## src/rtl/ps2_pkg.sv

```systemverilog
// Shared PS/2 Set-2 byte constants and decoder state encoding.
package ps2_pkg;

  localparam logic [7:0] PS2_EXT    = 8'hE0;
  localparam logic [7:0] PS2_BRK    = 8'hF0;
  localparam logic [7:0] PS2_PAUSE  = 8'hE1;

  localparam logic [7:0] PS2_ACK    = 8'hFA;
  localparam logic [7:0] PS2_BAT    = 8'hAA;
  localparam logic [7:0] PS2_RESEND = 8'hFE;
  localparam logic [7:0] PS2_ECHO   = 8'hEE;
  localparam logic [7:0] PS2_ERR0   = 8'h00;
  localparam logic [7:0] PS2_ERR1   = 8'hFF;

  localparam logic [7:0] SC_CAPS    = 8'h58;
  localparam logic [7:0] SC_NUM     = 8'h77;
  localparam logic [7:0] SC_SCROLL  = 8'h7E;

  localparam logic [7:0] CMD_SET_LED = 8'hED;

  // Pause is E1 followed by seven more bytes.
  localparam logic [2:0] PAUSE_SKIP = 3'd7;

  typedef enum logic [4:0] {
    IDLE    = 5'b00001,
    EXT     = 5'b00010,
    BRK     = 5'b00100,
    EXT_BRK = 5'b01000,
    SKIP    = 5'b10000
  } dec_state_e;

  function automatic logic is_reply(input logic [7:0] b);
    return (b == PS2_ACK) || (b == PS2_BAT) || (b == PS2_RESEND) ||
           (b == PS2_ECHO) || (b == PS2_ERR0) || (b == PS2_ERR1);
  endfunction

endpackage

```

## src/rtl/ps2_lock_tracker.sv

```systemverilog
// Caps/Num/Scroll lock state with typematic suppression and the LED-update request handshake.
module ps2_lock_tracker
  import ps2_pkg::*;
(
  input  logic       clock_quarter,
  input  logic       reset,
  input  logic       evt_valid,
  input  logic [7:0] evt_code,
  input  logic       evt_ext,
  input  logic       evt_brk,
  input  logic       led_ack,
  output logic       caps_lock,
  output logic       num_lock,
  output logic       scroll_lock,
  output logic       led_req,
  output logic [2:0] led_byte
);

  // Bit order {caps, num, scroll} matches the LED byte layout.
  logic [2:0] hit;
  logic [2:0] held;
  logic [2:0] lock;
  logic [2:0] toggle;

  assign hit    = {evt_code == SC_CAPS, evt_code == SC_NUM, evt_code == SC_SCROLL}
                  & {3{evt_valid & ~evt_ext}};
  assign toggle = hit & ~held & {3{~evt_brk}};

  always_ff @(posedge clock_quarter or posedge reset) begin
    if (reset) begin
      held    <= '0;
      lock    <= '0;
      led_req <= 1'b0;
    end else begin
      held <= evt_brk ? (held & ~hit) : (held | hit);
      lock <= lock ^ toggle;
      if (|toggle)
        led_req <= 1'b1;
      else if (led_ack)
        led_req <= 1'b0;
    end
  end

  assign caps_lock   = lock[2];
  assign num_lock    = lock[1];
  assign scroll_lock = lock[0];
  assign led_byte    = lock;

endmodule

```

## src/rtl/ps2_scancode_decoder.sv

```systemverilog
// Set-2 byte stream to key events and controller replies, with prefix timeout and lock tracking.
//   state   | meaning
//   IDLE    | no prefix pending; replies recognised here only
//   EXT     | E0 seen
//   BRK     | F0 seen
//   EXT_BRK | E0 F0 seen
//   SKIP    | swallowing the Pause sequence tail
module ps2_scancode_decoder
  import ps2_pkg::*;
#(
  parameter int TIMEOUT_CYCLES = 1000
) (
  input  logic       clock_quarter,
  input  logic       reset,
  input  logic [7:0] rx_data,
  input  logic       rx_complete,
  output logic       key_valid,
  output logic [7:0] key_code,
  output logic       key_ext,
  output logic       key_break,
  output logic       ctrl_valid,
  output logic [7:0] ctrl_code,
  output logic       num_lock,
  output logic       caps_lock,
  output logic       scroll_lock,
  output logic       led_req,
  output logic [2:0] led_byte,
  input  logic       led_ack
);

  localparam int TMO_W = $clog2(TIMEOUT_CYCLES);

  dec_state_e       state, state_nxt;
  logic [2:0]       skip_cnt, skip_nxt;
  logic [TMO_W-1:0] tmo_cnt, tmo_nxt;
  logic             ev, ev_ext, ev_brk, cv;
  logic [7:0]       ev_code;

  always_ff @(posedge clock_quarter or posedge reset) begin
    if (reset) begin
      state    <= IDLE;
      skip_cnt <= '0;
      tmo_cnt  <= '0;
    end else begin
      state    <= state_nxt;
      skip_cnt <= skip_nxt;
      tmo_cnt  <= tmo_nxt;
    end
  end

  always_comb begin
    state_nxt = state;
    skip_nxt  = skip_cnt;
    tmo_nxt   = '0;
    ev        = 1'b0;
    ev_code   = rx_data;
    ev_ext    = 1'b0;
    ev_brk    = 1'b0;
    cv        = 1'b0;
    if (rx_complete) begin
      case (state)
        IDLE: begin
          if (rx_data == PS2_EXT)
            state_nxt = EXT;
          else if (rx_data == PS2_BRK)
            state_nxt = BRK;
          else if (rx_data == PS2_PAUSE) begin
            state_nxt = SKIP;
            skip_nxt  = PAUSE_SKIP;
          end else if (is_reply(rx_data))
            cv = 1'b1;
          else
            ev = 1'b1;
        end
        EXT: begin
          if (rx_data == PS2_BRK)
            state_nxt = EXT_BRK;
          else if (rx_data != PS2_EXT) begin
            ev        = 1'b1;
            ev_ext    = 1'b1;
            state_nxt = IDLE;
          end
        end
        BRK: begin
          ev        = 1'b1;
          ev_brk    = 1'b1;
          state_nxt = IDLE;
        end
        EXT_BRK: begin
          ev        = 1'b1;
          ev_ext    = 1'b1;
          ev_brk    = 1'b1;
          state_nxt = IDLE;
        end
        SKIP: begin
          skip_nxt = skip_cnt - 3'd1;
          if (skip_cnt == 3'd1) begin
            ev        = 1'b1;
            ev_code   = PS2_PAUSE;
            state_nxt = IDLE;
          end
        end
        default: state_nxt = IDLE;
      endcase
    end else if (state != IDLE) begin
      // A stalled prefix is dropped silently.
      if (tmo_cnt == TMO_W'(TIMEOUT_CYCLES - 1))
        state_nxt = IDLE;
      else
        tmo_nxt = tmo_cnt + TMO_W'(1);
    end
  end

  always_ff @(posedge clock_quarter or posedge reset) begin
    if (reset) begin
      key_valid  <= 1'b0;
      key_code   <= '0;
      key_ext    <= 1'b0;
      key_break  <= 1'b0;
      ctrl_valid <= 1'b0;
      ctrl_code  <= '0;
    end else begin
      key_valid  <= ev;
      ctrl_valid <= cv;
      if (ev) begin
        key_code  <= ev_code;
        key_ext   <= ev_ext;
        key_break <= ev_brk;
      end
      if (cv)
        ctrl_code <= rx_data;
    end
  end

  // Fed from the unregistered event so lock changes line up with key_valid.
  ps2_lock_tracker u_lock (
    .clock_quarter (clock_quarter),
    .reset         (reset),
    .evt_valid     (ev),
    .evt_code      (ev_code),
    .evt_ext       (ev_ext),
    .evt_brk       (ev_brk),
    .led_ack       (led_ack),
    .caps_lock     (caps_lock),
    .num_lock      (num_lock),
    .scroll_lock   (scroll_lock),
    .led_req       (led_req),
    .led_byte      (led_byte)
  );

endmodule
```

## config.mk

```make
export PLATFORM = sky130hd
export DESIGN_NAME = ps2_scancode_decoder
export DESIGN_NICKNAME = d
export VERILOG_FILES = /design/src/rtl/ps2_pkg.sv /design/src/rtl/ps2_lock_tracker.sv /design/src/rtl/ps2_scancode_decoder.sv
export SDC_FILE = /design/constraint.sdc
export NUM_CORES = 1
export LEC_CHECK = 0
export ABC_AREA = 1
export BUFFER_PORTS_ARGS = -buffer_cell sky130_fd_sc_hd__buf_4
export CORE_MARGIN = 5
export CORE_UTILIZATION = 50
export DETAILED_ROUTE_END_ITERATION = 10
export PLACE_DENSITY = 0.7
export SLEW_MARGIN = 20
export SYNTH_ARGS = -nofsm -noshare
export SYNTH_HDL_FRONTEND = slang
export SYNTH_SLANG_ARGS = --single-unit
```

## constraint.sdc

```tcl
create_clock -name clock_quarter -period 4.6 [get_ports clock_quarter]
set_input_delay 1.15 -clock clock_quarter [delete_from_list [all_inputs] [get_ports clock_quarter]]
set_output_delay 1.15 -clock clock_quarter [all_outputs]
set_load 0.01 [all_outputs]
```

# == Yosys cells after proc, flatten, opt, wreduce, memory -nomap -nowiden ==
# Index checks and enable logic that the tools add are counted.
# op_classes
eq_ne,26
n_bitwise,11
addsub,2
reduce_logical,14
muxes,42
# op_table
op,count
== test 8 bit (second input constant),8
2-to-1 mux 5 bit,9
2-to-1 mux 10 bit,3
== test 8 x 7 -> 1 bit (second input constant),3
2-to-1 mux 8 bit,3
2-to-1 mux 1 bit,19
case mux 5 bit (3 select lines),1
bitwise AND 3 bit,4
2-to-1 mux 3 bit,4
adder 10 x 1 -> 10 bit (second input constant),1
== test 10 bit (second input constant),1
AND reduction 5 bit,2
zero test 8 bit,1
!= test 8 bit (second input constant),1
nonzero test 2 bit,4
!= test 2 bit (second input constant),3
NOT 3 bit,2
case mux 3 bit (2 select lines),1
== test 5 x 1 -> 1 bit (second input constant),1
== test 5 x 2 -> 1 bit (second input constant),1
== test 5 x 3 -> 1 bit (second input constant),1
== test 5 x 4 -> 1 bit (second input constant),1
== test 5 bit (second input constant),1
logical OR 1 bit,5
14 further kinds,15
# word_totals
ff_bits,45
output_inout_bits,27
word_cells,107

# == Depth between registers and ports, before layout ==
# Gate-level depths: netlist of the first run.
# logic_depth
word_depth,18
depth_mapped,13
depth_no_buf,13

# == Hierarchy ==
# Synthesis of the first run repeated with hierarchy kept, for this count alone.
# hier_totals
hier_cells,359
area_unflattened_um2,2768.9
# modules_own_cells
module,cells_per_inst,seq_area_each_um2,n_inst,area_per_inst_um2
ps2_scancode_decoder,282,952.2,1,2265.9
ps2_lock_tracker,77,175.2,1,503.0

# == Worst setup path before layout of the first run ==
# Ideal clock, no wire load.
# synth_path
path_kind,input-to-reg
from,in rx_data[5]
to,"reg u_lock.lock[0], in the netlist u_lock.led_byte[0]"
path_stages,12
path_buffers,0
required_time_ps,4477
path_slack_ps,2317
arrival_ps,2160
setup_time_ps,123
cell_sequence,nand2_1 -> inv_1 -> nand2_1 -> nand2_1 -> nand2_1 -> nand2_1 -> nor2_2 -> nand2_1 -> a21oi_2 -> nand4_1 -> o21ai_0 -> nand2_1
# synth_via
elab_chain_len,17
word_cells_on_any_way,35
cone_classes,10 x eq/ne; 13 x mux; 6 x bitwise; 6 x reduce/logical
# synth_rtl
element,line,source
start: declaration,ps2_scancode_decoder.sv:15,"input logic [7:0] rx_data,"
== test 8 bit,ps2_pkg.sv:33,return (b == PS2_ACK) || (b == PS2_BAT) || (b == PS2_RESEND) ||
logical OR 1 bit (3 in a row),ps2_pkg.sv:33,
logical OR 1 bit (2 in a row),ps2_pkg.sv:34,(b == PS2_ECHO) || (b == PS2_ERR0) || (b == PS2_ERR1);
2-to-1 mux 1 bit,ps2_scancode_decoder.sv:70,end else if (is_reply(rx_data))
2-to-1 mux 1 bit,ps2_scancode_decoder.sv:67,else if (rx_data == PS2_PAUSE) begin
2-to-1 mux 1 bit,ps2_scancode_decoder.sv:65,else if (rx_data == PS2_BRK)
2-to-1 mux 1 bit,ps2_scancode_decoder.sv:63,if (rx_data == PS2_EXT)
case mux 1 bit (4 select lines),ps2_scancode_decoder.sv:61,case (state)
2-to-1 mux 1 bit,ps2_scancode_decoder.sv:60,if (rx_complete) begin
bitwise AND 1 bit,ps2_lock_tracker.sv:26,& {3{evt_valid & ~evt_ext}};
bitwise AND 3 bit *,ps2_lock_tracker.sv:26,
bitwise AND 3 bit * (2 in a row),ps2_lock_tracker.sv:27,assign toggle = hit & ~held & {3{~evt_brk}};
bitwise XOR 3 bit *,ps2_lock_tracker.sv:36,lock <= lock ^ toggle;
end signal: assignment,ps2_lock_tracker.sv:36,
end: declaration,ps2_lock_tracker.sv:22,logic [2:0] lock;
# Mark *: on every way between the ends. The rest lies on a longest branch, timed or not.
# A chain may end at the register's enable or synchronous reset.

# == Worst setup path after layout of the first run ==
# layout_path
from,in rx_data[0]
to,reg key_code[0]
# layout_via
elab_chain_len,12
word_cells_on_any_way,26
cone_classes,9 x eq/ne; 11 x mux; 6 x reduce/logical
# layout_rtl
element,line,source
== test 8 bit,ps2_pkg.sv:33,
logical OR 1 bit (3 in a row),ps2_pkg.sv:33,
logical OR 1 bit (2 in a row),ps2_pkg.sv:34,
2-to-1 mux 1 bit,ps2_scancode_decoder.sv:70,
2-to-1 mux 1 bit,ps2_scancode_decoder.sv:67,
2-to-1 mux 1 bit,ps2_scancode_decoder.sv:65,
2-to-1 mux 1 bit,ps2_scancode_decoder.sv:63,
case mux 1 bit (4 select lines) *,ps2_scancode_decoder.sv:61,
2-to-1 mux 1 bit *,ps2_scancode_decoder.sv:60,
net ev,ps2_scancode_decoder.sv:36,"logic ev, ev_ext, ev_brk, cv;"
end signal: assignment,ps2_scancode_decoder.sv:126,key_code <= ev_code;
end: declaration,ps2_scancode_decoder.sv:18,"output logic [7:0] key_code,"
# Mark *: on every way through the listed nets, which the timed path passes. The rest lies on a longest branch.

==> results of run 1 <==
==> metal layers <==
layer / vias to the layer above / part of all wire [%] / track usage [%]
li1: 1014 / - / -
met1: 912 / 48 / 22.6
met3: 8 / 3.5 / 2.64
met4: 0 / 1.5 / 5.77
met2: 32 / 47 / 26.7
met5: - / 0 / 0
==> kinds of logic (layout without fill, tap and decap cells) <==
family / Yosys count / count (layout) / synth area share (%)
and+or+nand+nor: 164 / 164 / 32.4
buffers and inverters: 46 / 86 / 8.36
DFF: 45 / 45 / 48.0
AOI/OAI and AO/OA: 32 / 32 / 7.72
xor gates and xnor gates: 5 / 5 / 1.87
adders and majority gates: 3 / 3 / 1.60
==> metrics by stage <==
stage	util (%)	setup slack, ns	hold WS, ns	cells	power [mW]
2_1_floorplan	-	2.32	0.433	295	0.762
3_3_place_gp	57.4	1.93	0.452	381	0.899
3_5_place_dp	57.4	1.89	0.471	381	0.908
4_1_cts	59.9	2.19	0.493	389	1.22
5_1_grt	59.9	1.98	0.524	389	1.28
6_report	59.9	2.18	0.487	389	1.20
==> synthesized netlist by cell type, drive strengths merged <==
cell type / n
xnor2: 2
nor3: 7
o41ai: 1
o21ai: 21
nand3: 11
dfstp: 1
a21oi: 4
nand4: 10
dfrtp: 44
ha: 3
a31oi: 4
a22oi: 2
inv: 39
buf: 6
nand2: 87
nor2: 46
clkbuf: 1
nor4: 2
nor3b: 1
xor2: 3
==> power breakdown <==
group          internal, mW  total (mW)  switching, mW
clock network         0.177       0.308          0.131
logic                 0.153       0.364          0.211
registers             0.478       0.532         0.0544
==> path summary, 6_finish.rpt <==
| path | slack [ns] | end | depth (start not counted) | start |
|---|---|---|---|---|
| worst min-delay path | 0.49 | key_break | 2 | key_break |
| worst max-delay path | 2.18 | key_code[0] | 13 | rx_data[0] |
| worst max register to register | 2.73 | u_lock.led_byte[1] | 11 | state[0] |
| max in group asynchronous | 3.23 | state[0] | 3 | reset |
| min in group asynchronous | 0.99 | tmo_cnt[0] | 3 | reset |
| worst min register to register | 0.49 | key_break | 2 | key_break |
==> layout make-up <==
class                           instances  share of cell area [%]
Clock inverter                          1                    1.08
Clock buffer                            7                    3.11
Tap cell                               54                    2.43
Timing Repair Buffer                   39                    10.6
Sequential cell                        45                    40.6
Inverter                               39                    5.28
Multi-Input combinational cell        204                    36.9
==> worst max-delay path: stages <==
cell and delay [ns]:
buf_4 0.12, inv_1 0.13, nand2_1 0.09, nor2_1 0.13, nand2_1 0.06, o21ai_0 0.09
nor2_2 0.07, nand2_1 0.10, nand3_1 0.09, nand2_1 0.26, inv_2 0.14, nor2_1 0.11
a31oi_1 0.05
==> cells in the final DEF, fill, tap and decap left out, types with 6 or more instances in the layout <==
| master | count |
|---|---|
| nor2_2 | 6 |
| nor2_1 | 35 |
| clkbuf_8 | 6 |
| nand2_1 | 83 |
| nand3_1 | 9 |
| inv_1 | 35 |
| buf_4 | 39 |
| dfrtp_1 | 44 |
| nand4_1 | 10 |
| o21ai_0 | 15 |
==> sequential cells by signal, indices dropped and copies added (netlist names), named ones only <==
register,count
ctrl_valid,1
state,5
key_ext,1
key_code,8
ctrl_code,8
skip_cnt,3
key_valid,1
key_break,1
u_lock.led_byte,3
tmo_cnt,10
u_lock.led_req,1
==> flow_summary.ini, run 1 <==
[critical_path]
required_ns = 4.77
endpoint_kind = register
cp_data_arrival_time_ns = 2.59
start_kind = primary input
crit_fanout = 11
critPathKind = primary input to register

[floorplan]
fp-row-count = 25
die_x_um = 78.5
io_pins = 39
dieArea_sq_um = 6170
initial_core_util_pct = 50.7
core_sq_um = 4630
die_h_um = 78.5

[layout]
fillers = 417
final_nets = 349
syn_to_final_growth_pct = 18.2
postLayoutCellArea_sq_um = 2780
n_antenna_cell = 0
multi_input_area_sq_um = 1020
register_area_sq_um = 1130
layout-drive-gt1-share_pct = 21.2

[sta]
finalCritPeriodShare_pct = 52.6
worst_pin_slew_ns = 0.555
post-route-min-period_ns = 2.42
rsz0062_at_grt = no
max_freq_mhz = 413
setup_viol = 0
totalNegativeSetupSlack_ns = 0
skew_ns = 0.00955
finalMaxSlewViolations = 0
hold_viol = 0
slew-limit-headroom_pct = 63.0

[job]
maxCapViolCount = 0

[drt]
dr.pass1.iters = 4
drc_errors = 0
routed_wl_um = 4760
drt_iter0_markers = 101
viasPerCell = 5.05
vias = 1966
drtAntennaViolNets = 0
detail_route.wl_per_cell_um = 12.2

[clocking]
clk_path_buf_depth = 2
insertion_delay_ns = 0.30
cts_root_buf = clkbuf_8
clkSlewWorstSetupHoldPaths_ns = 0.08
clock_sinks = 45
cts_hold_buf = 0
cts_tree = built
htreeDepth = 2
cts_resized = 0
cts_setup_buffers = 0
cts_inserted_buffers = 5

[synthesis]
synth_area_leaders = dfrtp_1 47%, nand2_1 13%, inv_1 5.8%, nor2_1 5.6%, o21ai_0 3.2%
syn_nets = 310
yosysSeqAreaShare_pct = 48.0
postSynthCellCount = 295
ys_seq_elements = 45
avgSynthCellArea_sq_um = 7.96
yosysWarnings = 0
netlist_area_sq_um = 2350
synth.distinct_cells = 32
synth_top_area_share_pct = 46.9
synth_top_area_cell = dfrtp_1

[run_status]
run_status = finished clean

[global_routing]
grt_use_total_pct = 16.6
grt_pass1_vias = 1834
grt_overflow_total = 0
grt_pass1_wl_um = 8290
grt_max_degree = 46
grt_antenna_before_repair = 0

[place]
gp_congestion = 0.885
hpwlAfterDp_um = 3730
port-buffer-count = 38
dpl_cell_area_sq_um = 2660

[power_and_ir_drop]
cellPowerDensity_nw_per_um2 = 434
p_leak_nw = 1.44
peakVddDrop_uv = 226

[min_path]
hp-class = register to register
Power figures use the tool's default switching activity.
==> run 2, diff against run 1 <==
ABC_AREA = 0   (was 1)
clock period = 2.4 ns   (was 4.6 ns; I/O delays follow)
==> run 2 against run 1 <==
  * Clock skew up 0.0013 ns
  * Via count down 6.4%
  * Power up 63%
  * Routed wire length up 3.0%
  * Largest power group unchanged
  * Highest routed layer unchanged
==> flow_summary.ini, run 2 <==
[synthesis]
netlist_area_sq_um = 2250
avgSynthCellArea_sq_um = 10.1
synth_edf_count = 0
postSynthCellCount = 223
synth-compound-area-share_pct = 10.0
synth-adder-area-share_pct = 1.67
syn_nets = 238
synthXorXnorAreaFrac_pct = 5.46
synth.mux.area_fraction_pct = 5.51
yosysMostFrequentCell = dfrtp_1
yosys.area_share.simple_pct = 23.7
synth_top_family_by_area = simple AND/OR/NAND/NOR gates
synth_area_leaders = dfrtp_1 49%, mux2_2 5.0%, nand2_1 4.0%, nor2_1 3.2%, xor2_1 3.1%
yosysWarnings = 0
yosysSeqAreaShare_pct = 50.2
synth.distinct_cells = 45
synth_top_area_cell = dfrtp_1
ys_top_cells_by_count = 44 x dfrtp_1, 24 x nand2_1, 19 x nor2_1, 13 x o21ai_0, 10 x mux2_2
ys.flop_type = dfrtp_1
ys_seq_elements = 45
synthArstFlopShare_pct = 100
synth_top_area_share_pct = 49.0

[power_and_ir_drop]
peakVddDrop_uv = 564
cellPowerDensity_nw_per_um2 = 681
p_sw_share_pct = 28.4
combPwrFrac_pct = 22.3
power.switching_mw = 0.556
seqPwrFrac_pct = 47.2
intPower_mw = 1.40
p_leak_nw = 1.40
p_clk_share_pct = 30.5

[sta]
hold_ws_ns = 0.299
finalMaxSlewViolations = 0
setup_ws_ns = 0.110
rsz0062_at_grt = no
setup_viol = 0
skew_ns = 0.0108
finalCritPeriodShare_pct = 95.4
max_freq_mhz = 437
post-route-min-period_ns = 2.29
slew-limit-headroom_pct = 55.6
hold_viol = 0
worst_pin_slew_ns = 0.661

[floorplan]
fp-row-count = 24
initial_core_util_pct = 51.6
dieArea_sq_um = 5940
die_h_um = 77.0
core_sq_um = 4350
io_pins = 39
die_x_um = 77.0

[clocking]
clkSlewWorstSetupHoldPaths_ns = 0.10
clk_path_buf_depth = 2
htreeDepth = 2
cts_resized = 0
cts_setup_buffers = 0
cts_hold_buf = 0
clock_sinks = 45
cts_inserted_buffers = 5
cts_root_buf = clkbuf_8
cts_tree = built
insertion_delay_ns = 0.31

[global_routing]
grt_pass1_wl_um = 8680
grt_overflow_total = 0
grt_pass1_vias = 1797
grt_antenna_before_repair = 0
grt_max_degree = 19
grt_use_total_pct = 17.9

[critical_path]
critPathKind = primary input to register
r2r-start = state[2]
cp_slowest_stage_delay_ns = 0.55
crit_path_top_delay_cell = or4_4
start_kind = primary input
crit_path_cell_trace = buf_4 > or4_4 > o21ai_0 > nand4_1 > nor4_1 > mux2_2
required_ns = 2.59
rr_worst_depth = 7
crit_fanout = 4
endpoint_kind = register
cp_data_arrival_time_ns = 2.48
r2r_setup_slack_ns = 0.23

[layout]
fillers = 350
layout-drive-gt1-share_pct = 31.7
regMostFlops = tmo_cnt
final_nets = 301
fin_cells = 339
final_cell_mix = 66 x buf_4, 44 x dfrtp_1, 24 x nand2_1
top_regs = tmo_cnt (10), ctrl_code (8), key_code (8)
syn_to_final_growth_pct = 28.0
n_antenna_cell = 0
final_common_cell = buf_4
largest_register_ffs = 10
postLayoutCellArea_sq_um = 2880

[drt]
routed_wl_um = 4900
vias = 1841
dr.pass1.iters = 4
drc_errors = 0
drt_iter0_markers = 137
detail_route.wl_per_cell_um = 14.5
viasPerCell = 5.43
drtAntennaViolNets = 0

[run_status]
run_status = finished clean

[place]
port-buffer-count = 38
gp_congestion = 0.880
dp.cells = 331
dp_slack_ns = -0.178
dpl_cell_area_sq_um = 2760
hpwlAfterDp_um = 3670

[job]
maxCapViolCount = 0

[min_path]
hp-class = primary input to asynchronous set/reset pin
## run 2: cell count changes in the layout (fill, tap and decap cells not counted), moves of 6 or more
cell / before / now
nor2_2: 6 / 0
mux2_2: 0 / 10
nor2_1: 35 / 19
inv_1: 35 / 5
buf_4: 39 / 66
nor4_1: 2 / 8
nand2_1: 83 / 24
## run 2: cell type report
type	instances	area [sq um]	area share [%]
Sequential cell	45	1130	39.2
Timing Repair Buffer	66	495	17.2
Clock inverter	3	50.0	1.74
Clock buffer	5	68.8	2.39
Inverter	6	22.5	0.783
Tap cell	52	65.1	2.26
Multi-Input combinational cell	162	1050	36.4
## run 2: cells by family (layout without fill, tap and decap cells)
logic type | count (synthesis) | in the layout
flops | 45 | 45
fa+ha+maj | 3 | 3
compound gates | 33 | 33
simple gates | 101 | 101
mux | 11 | 11
xor+xnor | 14 | 14
buf+inv | 16 | 80
## run 2: worst max-delay path by stage
stage / startpoint / end
2_1_floorplan: rx_data[3] / register
3_3_place_gp: rx_data[3] / register
3_5_place_dp: rx_data[3] / register
4_1_cts: rx_data[3] / register
5_1_grt: state[2] / register
6_report: rx_data[3] / register
## run 2: routing by layer
metal / vias to the layer above / part of all wire (%) / track usage [%]
met4: 0 / 2.0 / 6.36
li1: 918 / - / -
met3: 9 / 5.2 / 5.27
met2: 45 / 47 / 28.1
met1: 869 / 46 / 23.6
met5: - / 0 / 0
## run 2: per-stage QoR
step                power [mW]  utilization, %  setup TNS (ns)
floorplan                 1.15               -         -0.0299
global placement          1.37            63.3           -1.57
detailed placement        1.39            63.3           -2.11
CTS                       1.98            66.1               0
global route              2.08            66.1               0
finish                    1.96            66.1               0
## run 2: power groups by stage
stage	clock network (mW)	logic [mW]	registers, mW
floorplan	0	0.181	0.969
global placement	0	0.433	0.938
detailed placement	0	0.443	0.942
CTS	0.613	0.444	0.927
global route	0.651	0.484	0.941
finish	0.597	0.437	0.925
## run 2: worst max-delay path: cells and delay by family
kind	cells	cell delay, ns
and+or+nand+nor	3	1.12
muxes	1	0.37
AOI/OAI and AO/OA	1	0.27
buffers and inverters	1	0.11
==> run 3, diff against run 2 <==
--- a/config.mk
+++ b/config.mk
@@ -15,3 +15,4 @@
 export SYNTH_ARGS = -nofsm -noshare
 export SYNTH_HDL_FRONTEND = slang
+export SYNTH_HIERARCHICAL = 1
 export SYNTH_SLANG_ARGS = --single-unit
==> constraint.sdc (replaced) <==
create_clock -name clock_quarter -period 2.4 [get_ports clock_quarter]
set_input_delay 0.24 -clock clock_quarter [delete_from_list [all_inputs] [get_ports clock_quarter]]
set_output_delay 0.24 -clock clock_quarter [all_outputs]
set_load 0.01 [all_outputs]
==> run 3 against run 2 <==
  * Synthesized cell count shrank 6.7%
  * Global-route usage shrank 1.5 points
  * Largest cell class is now multi-input gates
  * Sequential power grew 5.4%
  * Combinational power grew 39%
  * Core utilization shrank 4.4 points
  * Sequential share of layout area shrank 0.25 points
==> flow_summary.ini, run 3 <==
[layout]
final_nets = 270
final_cell_mix = 48 x buf_4, 44 x dfrtp_1, 14 x nor2_1
regMostFlops = tmo_cnt
top_regs = tmo_cnt (10), ctrl_code (8), key_code (8)
fillers = 418
multi_input_area_sq_um = 1210
largest_register_ffs = 10
n_antenna_cell = 0
syn_to_final_growth_pct = 19.9
layout-drive-gt1-share_pct = 37.5
register_area_sq_um = 1130
final_common_cell = buf_4

[sta]
setup_viol = 0
post-route-min-period_ns = 2.25
max_freq_mhz = 445
rsz0062_at_grt = no
finalCritPeriodShare_pct = 93.7
totalNegativeSetupSlack_ns = 0
finalMaxSlewViolations = 0
setup_ws_ns = 0.152
slew-limit-headroom_pct = 65.4
worst_pin_slew_ns = 0.514
hold_viol = 0
skew_ns = 0.00758

[global_routing]
grt_use_total_pct = 16.4
grt_antenna_before_repair = 0
grt_pass1_vias = 1748
grt_max_degree = 39
use_met1_pct = 21.9
met2_usage_pct = 25.9
grt_pass1_wl_um = 8170
grt_overflow_total = 0
use_met3_pct = 3.95
grt_busiest_layer = met2

[floorplan]
initial_core_util_pct = 51.5
die_x_um = 79.5
fp-row-count = 25
core_sq_um = 4690
dieArea_sq_um = 6320
die_h_um = 79.5
io_pins = 39

[synthesis]
yosysWarnings = 6
netlist_area_sq_um = 2410
synth_area_leaders = dfrtp_1 46%, mux2_2 5.1%, mux2_4 4.4%, xor2_1 2.5%, nor2_1 2.2%
synthArstFlopShare_pct = 100
ys_top_cells_by_count = 44 x dfrtp_1, 14 x nor2_1, 11 x mux2_2, 11 x nand2_1, 10 x inv_1
synth.distinct_cells = 61
yosysSeqAreaShare_pct = 46.7
synth_top_area_cell = dfrtp_1
postSynthCellCount = 208
synth_top_area_share_pct = 45.6
ys.flop_type = dfrtp_1
yosysMostFrequentCell = dfrtp_1
avgSynthCellArea_sq_um = 11.6
ys_seq_elements = 45
syn_nets = 223
synth_edf_count = 0

[place]
port-buffer-count = 38
gp_congestion = 0.754
hpwlAfterDp_um = 3500
dp_slack_ns = 0.155

[critical_path]
cp_data_arrival_time_ns = 2.47
r2r_setup_slack_ns = 0.15
endpoint_kind = register
start_kind = register
rr_worst_depth = 7
reg2reg_to = u_lock/led_byte[0]
r2r-start = state[4]
required_ns = 2.62
critPathKind = register to register
crit_fanout = 7

[power_and_ir_drop]
p_leak_nw = 1.37
peakVddDrop_uv = 496
cellPowerDensity_nw_per_um2 = 699

[drt]
vias = 1686
detail_route.wl_per_cell_um = 15.0
drt_iter0_markers = 76
viasPerCell = 5.44
drtAntennaViolNets = 0
drc_errors = 0
dr.pass1.iters = 4
routed_wl_um = 4640

[min_path]
hp-class = primary input to register
min-delay-start = led_ack
hold_path_depth = 2
min_to = u_lock/led_req

[clocking]
htreeDepth = 2
cts_tree = built
insertion_delay_ns = 0.29
clk_path_buf_depth = 2
cts_inserted_buffers = 5
clkSlewWorstSetupHoldPaths_ns = 0.08
cts_root_buf = clkbuf_8
clock_sinks = 45

[run_status]
run_status = finished clean

[job]
maxCapViolCount = 0
## run 3: cell types whose count changed in the layout (fill, tap and decap cells not counted), moves of 3 or more
cell,before,now
nor3_1,7,2
nor4_1,8,2
or3_1,3,0
o21ai_0,13,3
inv_1,5,10
buf_4,66,48
nor2_1,19,14
nand2_1,24,11
nor2b_1,5,2
and2_2,0,5
mux2_4,0,7
o22a_1,0,3
## run 3: report_power, final
| part | switching (mW) | internal [mW] | leakage (nW) |
|---|---|---|---|
| combinational | 0.263 | 0.343 | 0.733 |
| clock | 0.241 | 0.202 | 0.0450 |
| sequential | 0.0839 | 0.891 | 0.590 |
## run 3: cell type report
| class | instances | share of cell area (%) |
|---|---|---|
| clock buffer | 6 | 2.51 |
| clock inverter | 2 | 0.346 |
| inverter | 10 | 1.30 |
| multi-input combinational | 144 | 41.8 |
| sequential | 45 | 38.9 |
| tap | 54 | 2.33 |
| timing repair buffer | 49 | 12.8 |
## run 3: per-stage QoR
step,std cells,area [sq um],power (mW),util (%),hold slack (ns)
6_report,310,2900,2.02,61.7,0.163
5_1_grt,310,2900,2.16,61.7,0.161
4_1_cts,309,2860,2.05,61.0,0.155
3_5_place_dp,300,2770,1.60,59.0,0.203
3_3_place_gp,300,2770,1.58,59.0,0.200
2_1_floorplan,208,2410,1.34,-,0.0434
## run 3: worst max-delay path by stage
stage                     from                  to  slack [ns]
detailed placement    state[4]            register        0.15
global placement    rx_data[1]        ctrl_code[5]        0.24
CTS                   state[4]            register        0.14
global route          state[4]  u_lock/led_byte[2]        0.04
floorplan             state[1]            register        0.17
finish                state[4]  u_lock/led_byte[0]        0.15
## run 3: repair_timing
item                       CTS  global route
buffers inserted             0             1
setup endpoints to repair    0             2
hold buffers                 1             0
hold endpoints to repair     7             0
resized for setup            0             2
## run 3: layer usage
layer	vias to the layer above	share of wire, %	wire, um
met3	5	4.4	203
met1	812	45	2090
met2	29	49	2260
met5	-	0	0
met4	0	1.8	85
li1	840	-	-
## run 3: cells by family after synthesis
group                      Yosys count  share of synthesized area, %
adders and majority gates            3                          1.55
buffers and inverters               19                          4.25
and+or+nand+nor                     82                          24.2
xor gates and xnor gates            12                          4.35
DFF                                 45                          46.7
muxes                               18                          9.48
AOI/OAI and AO/OA                   29                          9.48
## run 3: critical path, stage by stage (launching register included)
cell	delay (ns)
dfrtp_1	0.43
or4b_1	0.58
nor3b_2	0.26
nand2_2	0.10
o211ai_4	0.16
nand4bb_4	0.18
nor4_4	0.29
xor2_1	0.16
